`src/rtl/t_flipflop_bank.sv`:
```
// WIDTH-bit toggle/count register bank with parallel load and a registered terminal-count pulse.
// Define TFF_BANK_SAT_EN to make counting saturate at the limits instead of wrapping.
module t_flipflop_bank #(
  parameter int               WIDTH     = 8,
  parameter logic [WIDTH-1:0] RESET_VAL = {WIDTH{1'b0}}
) (
  input  logic             clk,
  input  logic             reset,
  input  logic             en,
  input  logic [1:0]       mode,
  input  logic [WIDTH-1:0] t,
  input  logic             load,
  input  logic [WIDTH-1:0] din,
  output logic [WIDTH-1:0] q,
  output logic [WIDTH-1:0] q_bar,
  output logic             tc
);

  localparam logic [WIDTH-1:0] ZERO_C = {WIDTH{1'b0}};
  localparam logic [WIDTH-1:0] ONES_C = {WIDTH{1'b1}};
  localparam logic [WIDTH-1:0] ONE_C  = WIDTH'(1'b1);

  logic [WIDTH-1:0] q_r;
  logic             tc_r;
  logic [WIDTH-1:0] q_nxt_s;
  logic             tc_nxt_s;

  // Next-state selection: load beats enabled mode operations, which beat hold.
  always_comb begin
    q_nxt_s  = q_r;
    tc_nxt_s = 1'b0;
    if (load) begin
      q_nxt_s = din;
    end else if (en) begin
      case (mode)
        2'b00: begin
          q_nxt_s = q_r;
        end
        2'b01: begin
          q_nxt_s = q_r ^ t;
        end
        2'b10: begin
          if (q_r == ONES_C) begin
            tc_nxt_s = 1'b1;
`ifdef TFF_BANK_SAT_EN
            q_nxt_s  = q_r;
`else
            q_nxt_s  = ZERO_C;
`endif
          end else begin
            q_nxt_s = q_r + ONE_C;
          end
        end
        2'b11: begin
          if (q_r == ZERO_C) begin
            tc_nxt_s = 1'b1;
`ifdef TFF_BANK_SAT_EN
            q_nxt_s  = q_r;
`else
            q_nxt_s  = ONES_C;
`endif
          end else begin
            q_nxt_s = q_r - ONE_C;
          end
        end
        default: begin
          q_nxt_s = q_r;
        end
      endcase
    end else begin
      q_nxt_s = q_r;
    end
  end

  // State and terminal-count registers; reset overrides any operation in flight.
  always_ff @(posedge clk or negedge reset) begin
    if (!reset) begin
      q_r  <= RESET_VAL;
      tc_r <= 1'b0;
    end else begin
      q_r  <= q_nxt_s;
      tc_r <= tc_nxt_s;
    end
  end

  assign q     = q_r;
  assign q_bar = ~q_r;
  assign tc    = tc_r;

endmodule

```
`config.mk`:
```
export PLATFORM = sky130hd
export DESIGN_NAME = t_flipflop_bank
export DESIGN_NICKNAME = d
export VERILOG_FILES = /design/src/rtl/t_flipflop_bank.sv
export SDC_FILE = /design/constraint.sdc
export NUM_CORES = 1
export LEC_CHECK = 0
export CAP_MARGIN = 10
export CELL_PAD_IN_SITES_DETAIL_PLACEMENT = 0
export CELL_PAD_IN_SITES_GLOBAL_PLACEMENT = 1
export CORE_MARGIN = 1
export CORE_UTILIZATION = 33
export CTS_CLUSTER_DIAMETER = 80
export DETAILED_ROUTE_END_ITERATION = 8
export PLACE_DENSITY = 0.82
export SYNTH_ARGS = -nofsm -noshare
export SYNTH_HDL_FRONTEND = slang
export SYNTH_SLANG_ARGS = --single-unit
```
`constraint.sdc`:
```
create_clock -name clk -period 4.65 [get_ports clk]
set_input_delay 1.1625 -clock clk [delete_from_list [all_inputs] [get_ports clk]]
set_output_delay 1.1625 -clock clk [all_outputs]
set_load 0.005 [all_outputs]
```
==> flow_summary.json, run 1 <==
{
  "wl_per_cell_um": 15.7,
  "p_leak_nw": 0.513,
  "via_count": 1092,
  "ctsResizeCount": 0,
  "layout_commonest_cell": "clkdlybuf4s50_1",
  "num-nets-final": 184,
  "drive_above_1_share": 0.0570,
  "post_cts_buffers": 0,
  "diodes": 0,
  "core_area_um2": 2810,
  "cts_buffers": 3,
  "clock_latency_ns": 0.27,
  "max_freq_mhz": 351,
  "combPwrFrac": 0.452,
  "htree_levels": 1,
  "wl_um": 2960,
  "die_h_um": 56.7,
  "firstDrtPassIters": 6,
  "holdPathStages": 2,
  "hold_viol_final": 0,
  "drtAntennaViolNets": 0,
  "final_cell_mix": "clkdlybuf4s50_1 (38), nor2_1 (11), inv_1 (10)",
  "syn_avg_cell_area_um2": 8.04,
  "clock_skew_ns": 0.000783,
  "hp-class": "reg -> reg",
  "setup_ws_ns": 1.80,
  "die_area_um2": 3220,
  "synth.distinct_cells": 47,
  "cts_tree": "built",
  "worstSetupPathDepth": 5,
  "start_util": 0.352,
  "seq_area_frac_synth": 0.228,
  "setup_tns_ns": 0,
  "cts-root-buf": "clkbuf_4",
  "rsz0062_at_grt": "false",
  "drt_iter0_markers": 35,
  "critical_path.cell_chain": "clkdlybuf4s50_1 -> o21a_1 -> or2_1 -> o21ai_0 -> a32o_1",
  "cts.sinks": 9,
  "max_stage_delay_ns": 0.81,
  "path_buf_inv": 1,
  "power.internal_uw": 208,
  "ioPinCount": 39,
  "clkPwrFrac": 0.202,
  "worstMarginPinSlew_ns": 0.539,
  "ir_drop_uv": 94.5,
  "async_flop_share": 1.00,
  "crit_type": "in -> reg",
  "dp_hpwl_um": 2190,
  "outcome": "complete, but fails checks",
  "clockBufferDepth": 2,
  "regArea_um2": 225,
  "grt_pass1_wl_um": 5090,
  "syn_to_final_growth_pct": 39.2,
  "cp.required_ns": 4.81,
  "grt_overflow_total": 0,
  "violations": "DRC",
  "grt_max_degree": 17,
  "setup.worst_path.end_class": "register",
  "worstPathArrival_ns": 3.01,
  "slew_viol_final": 0,
  "fin_crit_sh": 0.612,
  "synth-seq-cells": 9,
  "crit_fanout": 15,
  "syn_nets": 148,
  "syn_inst": 123,
  "route.detailed.drc": 4,
  "post-route-min-period_ns": 2.85,
  "critPathLaunchType": "primary input",
  "grt_pass1_vias": 1024,
  "sw_frac_of_total": 0.382,
  "synth_warnings": 0,
  "track_usage": 0.201,
  "power.density_nw_per_um2": 245,
  "drv_cap": 0,
  "synth_edf_count": 0,
  "multiInputGateArea_um2": 664,
  "pwr-share-seq": 0.346,
  "die_w_um": 56.7,
  "nFillCells": 294,
  "gp_congestion": 0.884,
  "rows": 19,
  "syn-cell-area_um2": 988,
  "setup_viol": 0,
  "switchingPower_uw": 129,
  "antenna_found_initial": 0,
  "vias_per_cell": 5.78,
  "postCtsHoldBufs": 0,
  "io_buffer_count": 38,
  "crit_family": "buffers and inverters",
  "slowest_stage": "clkdlybuf4s50_1",
  "clkTransAtPathRegs_ns": 0.08,
  "slew_headroom": 0.640,
  "dpl_worst_slack_ns": 1.55,
  "r2r_cells": 6,
  "yosys_most_used_dff": "dfrtp_1"
}
## stage by stage
stage               area [um^2]  hold slack [ns]  total power [mW]  cells  utilization
floorplan                   988            0.643             0.198    123            -
finish                     1380            0.718             0.337    189        0.491
detailed placement         1350            0.698             0.269    185        0.481
global route               1380            0.766             0.363    189        0.491
global placement           1350            0.704             0.269    185        0.481
CTS                        1380            0.709             0.338    189        0.491
## power by group through the flow
stage                     Sequential (mW)  Clock [mW]  Combinational, mW
after detailed placement            0.118           0              0.151
final                               0.116      0.0680              0.152
after global routing                0.120      0.0742              0.168
after CTS                           0.116      0.0691              0.152
after global placement              0.118           0              0.151
after floorplan                     0.103           0             0.0949
## cell usage after synthesis, types with 2 or more instances
master	number	area, um^2
inv_1	10	37.5
buf_6	4	45.0
nand3_1	3	15.0
o21a_1	2	15.0
nor2_1	11	41.3
o211ai_1	3	22.5
o21ai_0	5	25.0
nand2_1	9	33.8
clkbuf_1	2	7.51
xnor2_1	6	52.6
a31oi_1	4	25.0
dfrtp_1	9	225
nor3b_1	2	15.0
nor3_1	2	10.0
ha_1	3	37.5
o22ai_1	5	31.3
o2bb2ai_1	2	17.5
xor2_1	3	26.3
a21oi_1	7	35.0
or3_1	4	25.0
## final cells by class
cell class,instances,share of cell area
flip-flops and latches,9,0.164
clock buffers,4,0.0191
multi-input cells,96,0.483
inverters,11,0.0300
well taps,31,0.0282
repair buffers,38,0.276
## cells by family (layout without fill, tap and decap cells)
| family | Yosys count | in the layout | synth area share |
|---|---|---|---|
| flops | 9 | 9 | 0.228 |
| simple gates | 41 | 41 | 0.227 |
| xor+xnor | 9 | 9 | 0.0798 |
| mux | 1 | 1 | 0.0101 |
| buf+inv | 18 | 53 | 0.100 |
| fa+ha+maj | 3 | 3 | 0.0380 |
| compound gates | 42 | 42 | 0.318 |
## tightest hold or removal path, stage by stage, from the launching register on
cell     delay (ns)
dfrtp_1        0.49
nor2_1         0.14
a31oi_1        0.05
## layer usage
metal,part of all wire,wire length (um),global-route usage,vias to the layer above
met1,0.48,1420,0.296,511
met2,0.43,1280,0.306,55
met4,0.0027,8,0.0418,0
li1,-,-,-,524
met5,0,0,0,-
met3,0.085,251,0.0346,2
## state kept, by name, summed over array words and instances, names as in the netlist
register and cells:
q 8, tc 1
## final timing paths
check | startpoint | end | slack (ns)
max | mode[1] | q[2] | 1.80
min | q[1] | q[1] | 0.72
max reg2reg | q[0] | q[4] | 2.56
min reg2reg | q[1] | q[1] | 0.72
max in group asynchronous | reset | q[7] | 3.09
min in group asynchronous | reset | q[6] | 1.22
(Power assumes the default switching activity.)
==> run 2: changes to the inputs <==
- CORE_UTILIZATION: 33 -> 30
- PLACE_DENSITY: 0.82 -> 0.75
- clock period: 4.65 -> 2.8 ns (I/O delays scaled with it)
==> run 2 against run 1 <==
Against the previous run: the flow now finishes without violations; non-clock buffer count increased by 3; count of clock-buffer cells in the layout unchanged; highest routed layer unchanged; global-route usage decreased by 1.6 points.
==> flow_summary.json, run 2 (synthesis results as in run 1) <==
{
  "outcome": "completed",
  "clkPwrFrac": 0.202,
  "dpl_worst_slack_ns": 0.268,
  "power.internal_uw": 349,
  "rsz0062_at_grt": "false",
  "setup_viol": 0,
  "regArea_um2": 225,
  "diodes": 0,
  "fin_crit_sh": 0.809,
  "grt_pass1_vias": 983,
  "nFillCells": 342,
  "ioPinCount": 39,
  "cts.sinks": 9,
  "drt_iter0_markers": 19,
  "critPathLaunchType": "primary input",
  "wl_um": 3020,
  "clockBufferDepth": 2,
  "htree_levels": 1,
  "rows": 20,
  "final_cells": 205,
  "firstDrtPassIters": 4,
  "crit_type": "in -> reg",
  "num-nets-final": 187,
  "pwr-share-seq": 0.342,
  "combPwrFrac": 0.456,
  "ctsResizeCount": 0,
  "hold_viol_final": 0,
  "layout_commonest_cell": "clkdlybuf4s50_1",
  "setup_tns_ns": 0,
  "io_buffer_count": 38,
  "cts_tree": "built",
  "drv_cap": 0,
  "via_count": 1085,
  "syn_to_final_growth_pct": 43.2,
  "post-route-min-period_ns": 2.26,
  "worstPathArrival_ns": 2.43,
  "die_h_um": 59.4,
  "clkTransAtPathRegs_ns": 0.08,
  "cp.required_ns": 2.97,
  "track_usage": 0.185,
  "grt_max_degree": 17,
  "drtAntennaViolNets": 0,
  "final_cell_mix": "clkdlybuf4s50_1 (38), nor2_1 (11), inv_1 (10)",
  "worstMarginPinSlew_ns": 0.494,
  "post_cts_buffers": 0,
  "ir_drop_uv": 151,
  "postCtsHoldBufs": 0,
  "grt_pass1_wl_um": 4850,
  "clock_skew_ns": 0.00600,
  "switchingPower_uw": 213,
  "die_w_um": 59.4,
  "setup_ws_ns": 0.535,
  "power.density_nw_per_um2": 397,
  "core_area_um2": 3080,
  "setup.worst_path.end_class": "register",
  "dp_hpwl_um": 2300,
  "route.detailed.drc": 0,
  "gp_congestion": 0.804,
  "slew_viol_final": 0,
  "grt_overflow_total": 0,
  "max_freq_mhz": 442,
  "dp.cells": 201,
  "cts_buffers": 3,
  "crit_fanout": 10,
  "hp-class": "reg -> reg",
  "wl_per_cell_um": 14.7,
  "vias_per_cell": 5.29,
  "sw_frac_of_total": 0.380,
  "start_util": 0.321,
  "clock_latency_ns": 0.27,
  "multiInputGateArea_um2": 664,
  "drive_above_1_share": 0.0745,
  "die_area_um2": 3530,
  "cts-root-buf": "clkbuf_4",
  "largest_reg_flops": 8,
  "p_leak_nw": 0.528,
  "antenna_found_initial": 0,
  "slew_headroom": 0.670
}
run 2: cell types whose count changed in the layout (fill, tap and decap cells not counted), sizes merged:
cell and delta:
buf +3
run 2: layout make-up:
cell class	count	area share
Timing Repair Buffer	41	0.285
Multi-Input combinational cell	96	0.469
Inverter	11	0.0292
Clock buffer	4	0.0186
Sequential cell	9	0.159
Tap cell	44	0.0389
run 2: per-stage QoR:
stage / hold WS (ns) / total power, mW / cell area (um^2) / utilization
6_report: 0.695 / 0.562 / 1420 / 0.460
5_1_grt: 0.747 / 0.598 / 1420 / 0.460
4_1_cts: 0.696 / 0.565 / 1420 / 0.460
3_5_place_dp: 0.691 / 0.451 / 1390 / 0.451
3_3_place_gp: 0.678 / 0.451 / 1390 / 0.451
2_1_floorplan: 0.404 / 0.329 / 988 / -
run 2: routing by layer:
metal,vias up,routed length (um),GRT usage
met3,2,115,0.0218
met2,30,1360,0.291
met4,0,27,0.0714
met1,516,1520,0.257
li1,537,-,-
met5,-,0,0
run 2: worst paths after layout:
kind / from / endpoint / slack, ns / cells past startpoint
hold reg to reg: q[1] / q[1] / 0.69 / 2
min in group asynchronous: reset / q[4] / 0.75 / 1
max in group asynchronous: reset / q[7] / 1.71 / 1
setup reg to reg: q[0] / q[4] / 0.74 / 6
setup / recovery: mode[1] / q[2] / 0.54 / 5
hold / removal: q[1] / q[1] / 0.69 / 2
run 2: critical path, stage by stage:
cell	delay, ns
clkdlybuf4s50_1	0.72
o21a_1	0.27
or2_1	0.36
o21ai_0	0.16
a32o_1	0.22
run 2: power by group through the flow:
stage | clock [mW] | combinational [mW] | sequential (mW)
2_1_floorplan | 0 | 0.158 | 0.172
3_3_place_gp | 0 | 0.257 | 0.194
3_5_place_dp | 0 | 0.256 | 0.195
4_1_cts | 0.115 | 0.258 | 0.192
5_1_grt | 0.121 | 0.280 | 0.198
6_report | 0.113 | 0.256 | 0.192
==> RTL change (config.mk and constraints of run 2) <==
Reset style: synchronous (`reset`), changed in one clocked block.
--- a/src/rtl/t_flipflop_bank.sv
+++ b/src/rtl/t_flipflop_bank.sv
@@ -75,3 +75,3 @@
   // State and terminal-count registers; reset overrides any operation in flight.
-  always_ff @(posedge clk or negedge reset) begin
+  always_ff @(posedge clk) begin
     if (!reset) begin
Formal check against the unedited RTL: differs if reset is asserted again (counterexample within 4 cycles, from zero or initial values and one cycle with reset low); with reset held inactive, the same outputs for 10 cycles.
==> RTL change against run 2 <==
- non-clock buffer count up 1
- design area shrank 2.0%
- setup slack better by 82 ps
- synthesized area decreased by 4.2%
- global-route usage increased by 1.5 points
- sequential share of layout area fell by 2.9 points
- utilization is 0.19 points lower
- routed wire length is 7.7% higher
- sequential cell count unchanged
- maximum frequency grew 3.7%
- total power is 12% lower
- via count increased by 4.1%
- highest routed layer unchanged
==> RTL change: results <==
power:
  leakagePower_nw: 0.531
  p_int_mw: 0.317
  irDropWorstVdd_uv: 210
cts:
  cts.root.buffer_cell: "sky130_fd_sc_hd__clkbuf_4"
  clk-insertion-delay-late_ps: 270
  post_cts_setup_bufs: 0
  cts_max_level: 1
  clk_pin_slew_ps: 90
  post_cts.resized_instances: 0
  tritoncts.num_buffers: 3
  ctsLongestPathBuffers: 2
critical_path:
  worstPathMaxFanout: 9
  r2r-start: "q[1]"
  regToRegEndpoint: "q[0]"
  ff2ff_path_depth: 6
  cpLargestDelayFamily: "buffers and inverters"
  rrSetupSlack_ps: 830
  crit_path_max_incr_delay_ps: 560
  cpMaxStageDelayCell: "sky130_fd_sc_hd__dfxtp_1"
  critical_path_arrival_ps: 1480
finish:
  final.fill_count: 323
  finalNetCount: 190
  n_antenna_cell: 0
  drive_above_1_share_pct: 7.32
  max_reg_flops: 8
synthesis:
  yosys-top-cells-count: "sky130_fd_sc_hd__inv_1, sky130_fd_sc_hd__a21oi_1, sky130_fd_sc_hd__o21ai_0, sky130_fd_sc_hd__dfxtp_1, sky130_fd_sc_hd__nor2_1"
  sequential_cell_area_fraction_in_the_yosys_report_pct: 19.0
  synth_cell_types: 46
  yosys_warnings: 0
  dominantRegCellSynth: "sky130_fd_sc_hd__dfxtp_1"
  async_reset_ff_share_pct: 0
  synth.area.top_cells: "sky130_fd_sc_hd__dfxtp_1, sky130_fd_sc_hd__a21oi_1, sky130_fd_sc_hd__o21ai_0"
  synth.net_count: 153
sta:
  timing.clock.skew_ps: 16.5
  holdWs_ps: 595
  transition_time_at_the_pin_with_the_least_slew_margin_ps: 514
worst_hold_path:
  instance_count_along_the_most_critical_hold_path: 2
  whs_endpoint: "q[4]"
  hold_path_startpoint: "q[4]"
  timing.hold.worst.class: "register to register"
run_status:
  result_of_the_run: "completed"
global_routing:
  grt_pass1_vias: 1055
  wire_length_of_the_first_global_routing_pass_mm: 5.17
  grt_start_max_net_pins: 13
  track_usage_pct: 20.0
  initial_antenna_violation_count: 0
placed_design:
  place.gp.congestion: 0.821
  post_dp_cell_area_um2: 1360
  hpwlAfterDp_mm: 2.42
  io_buffers: 38
routing:
  route.detailed.wl_per_inst_um: 15.6
  drt_iter0_markers: 34
  vias_per_cell: 5.43
  firstDrtPassIters: 4
[RTL change: cells by family (layout without fill, tap and decap cells)]
family / count (synthesis) / count (layout) / share of synthesized area (%)
xor+xnor: 6 / 6 / 5.55
flops: 9 / 9 / 19.0
mux: 3 / 3 / 3.17
simple gates: 40 / 40 / 24.3
fa+ha+maj: 3 / 3 / 3.96
buf+inv: 21 / 57 / 9.91
compound gates: 46 / 46 / 34.1
[RTL change: stage by stage]
step	total power, mW	instances	worst slack [ps]
after floorplan	0.280	128	1020
after global placement	0.383	204	436
after detailed placement	0.384	204	379
after CTS	0.498	208	631
after global routing	0.529	208	474
final	0.496	208	617
[RTL change: how the worst max path moves through the flow]
stage / startpoint / slack, ps / depth (start not counted) / to
final: q[1] / 620 / 2 / q_bar[1]
after global routing: mode[1] / 470 / 5 / q[2]
after CTS: q[1] / 630 / 2 / q_bar[1]
after detailed placement: mode[1] / 380 / 6 / q[4]
after global placement: mode[1] / 440 / 6 / q[4]
after floorplan: load / 1020 / 7 / q[1]
[RTL change: final cells by class]
cell class                 count  area, um^2  share of cell area [%]
clock buffer                   4        26.3                    1.90
inverter                      11        41.3                    2.98
multi-input combinational     98         673                    48.6
sequential                     9         180                    13.0
tap                           44        55.1                    3.97
timing repair buffer          42         410                    29.6
[RTL change: power by group through the flow]
| stage | sequential (mW) | combinational [mW] | clock (mW) |
|---|---|---|---|
| finish | 0.172 | 0.212 | 0.113 |
| global route | 0.175 | 0.231 | 0.123 |
| CTS | 0.171 | 0.212 | 0.116 |
| detailed placement | 0.174 | 0.211 | 0 |
| global placement | 0.174 | 0.210 | 0 |
| floorplan | 0.155 | 0.125 | 0 |
[RTL change: worst register-to-register path: stages, from the launching register on]
cell and delay (ps):
sky130_fd_sc_hd__dfxtp_1 560, sky130_fd_sc_hd__ha_1 330, sky130_fd_sc_hd__and4_1 270, sky130_fd_sc_hd__nor4b_1 390
sky130_fd_sc_hd__o31ai_1 110, sky130_fd_sc_hd__a21oi_1 150, sky130_fd_sc_hd__nor2_1 60
[RTL change: layer usage]
metal | wire length (um) | track usage [%] | vias up
li1 | - | - | 554
met1 | 1510 | 27.6 | 526
met2 | 1540 | 32.3 | 47
met3 | 192 | 4.02 | 2
met4 | 6 | 4.08 | 0
met5 | 0 | 0 | -
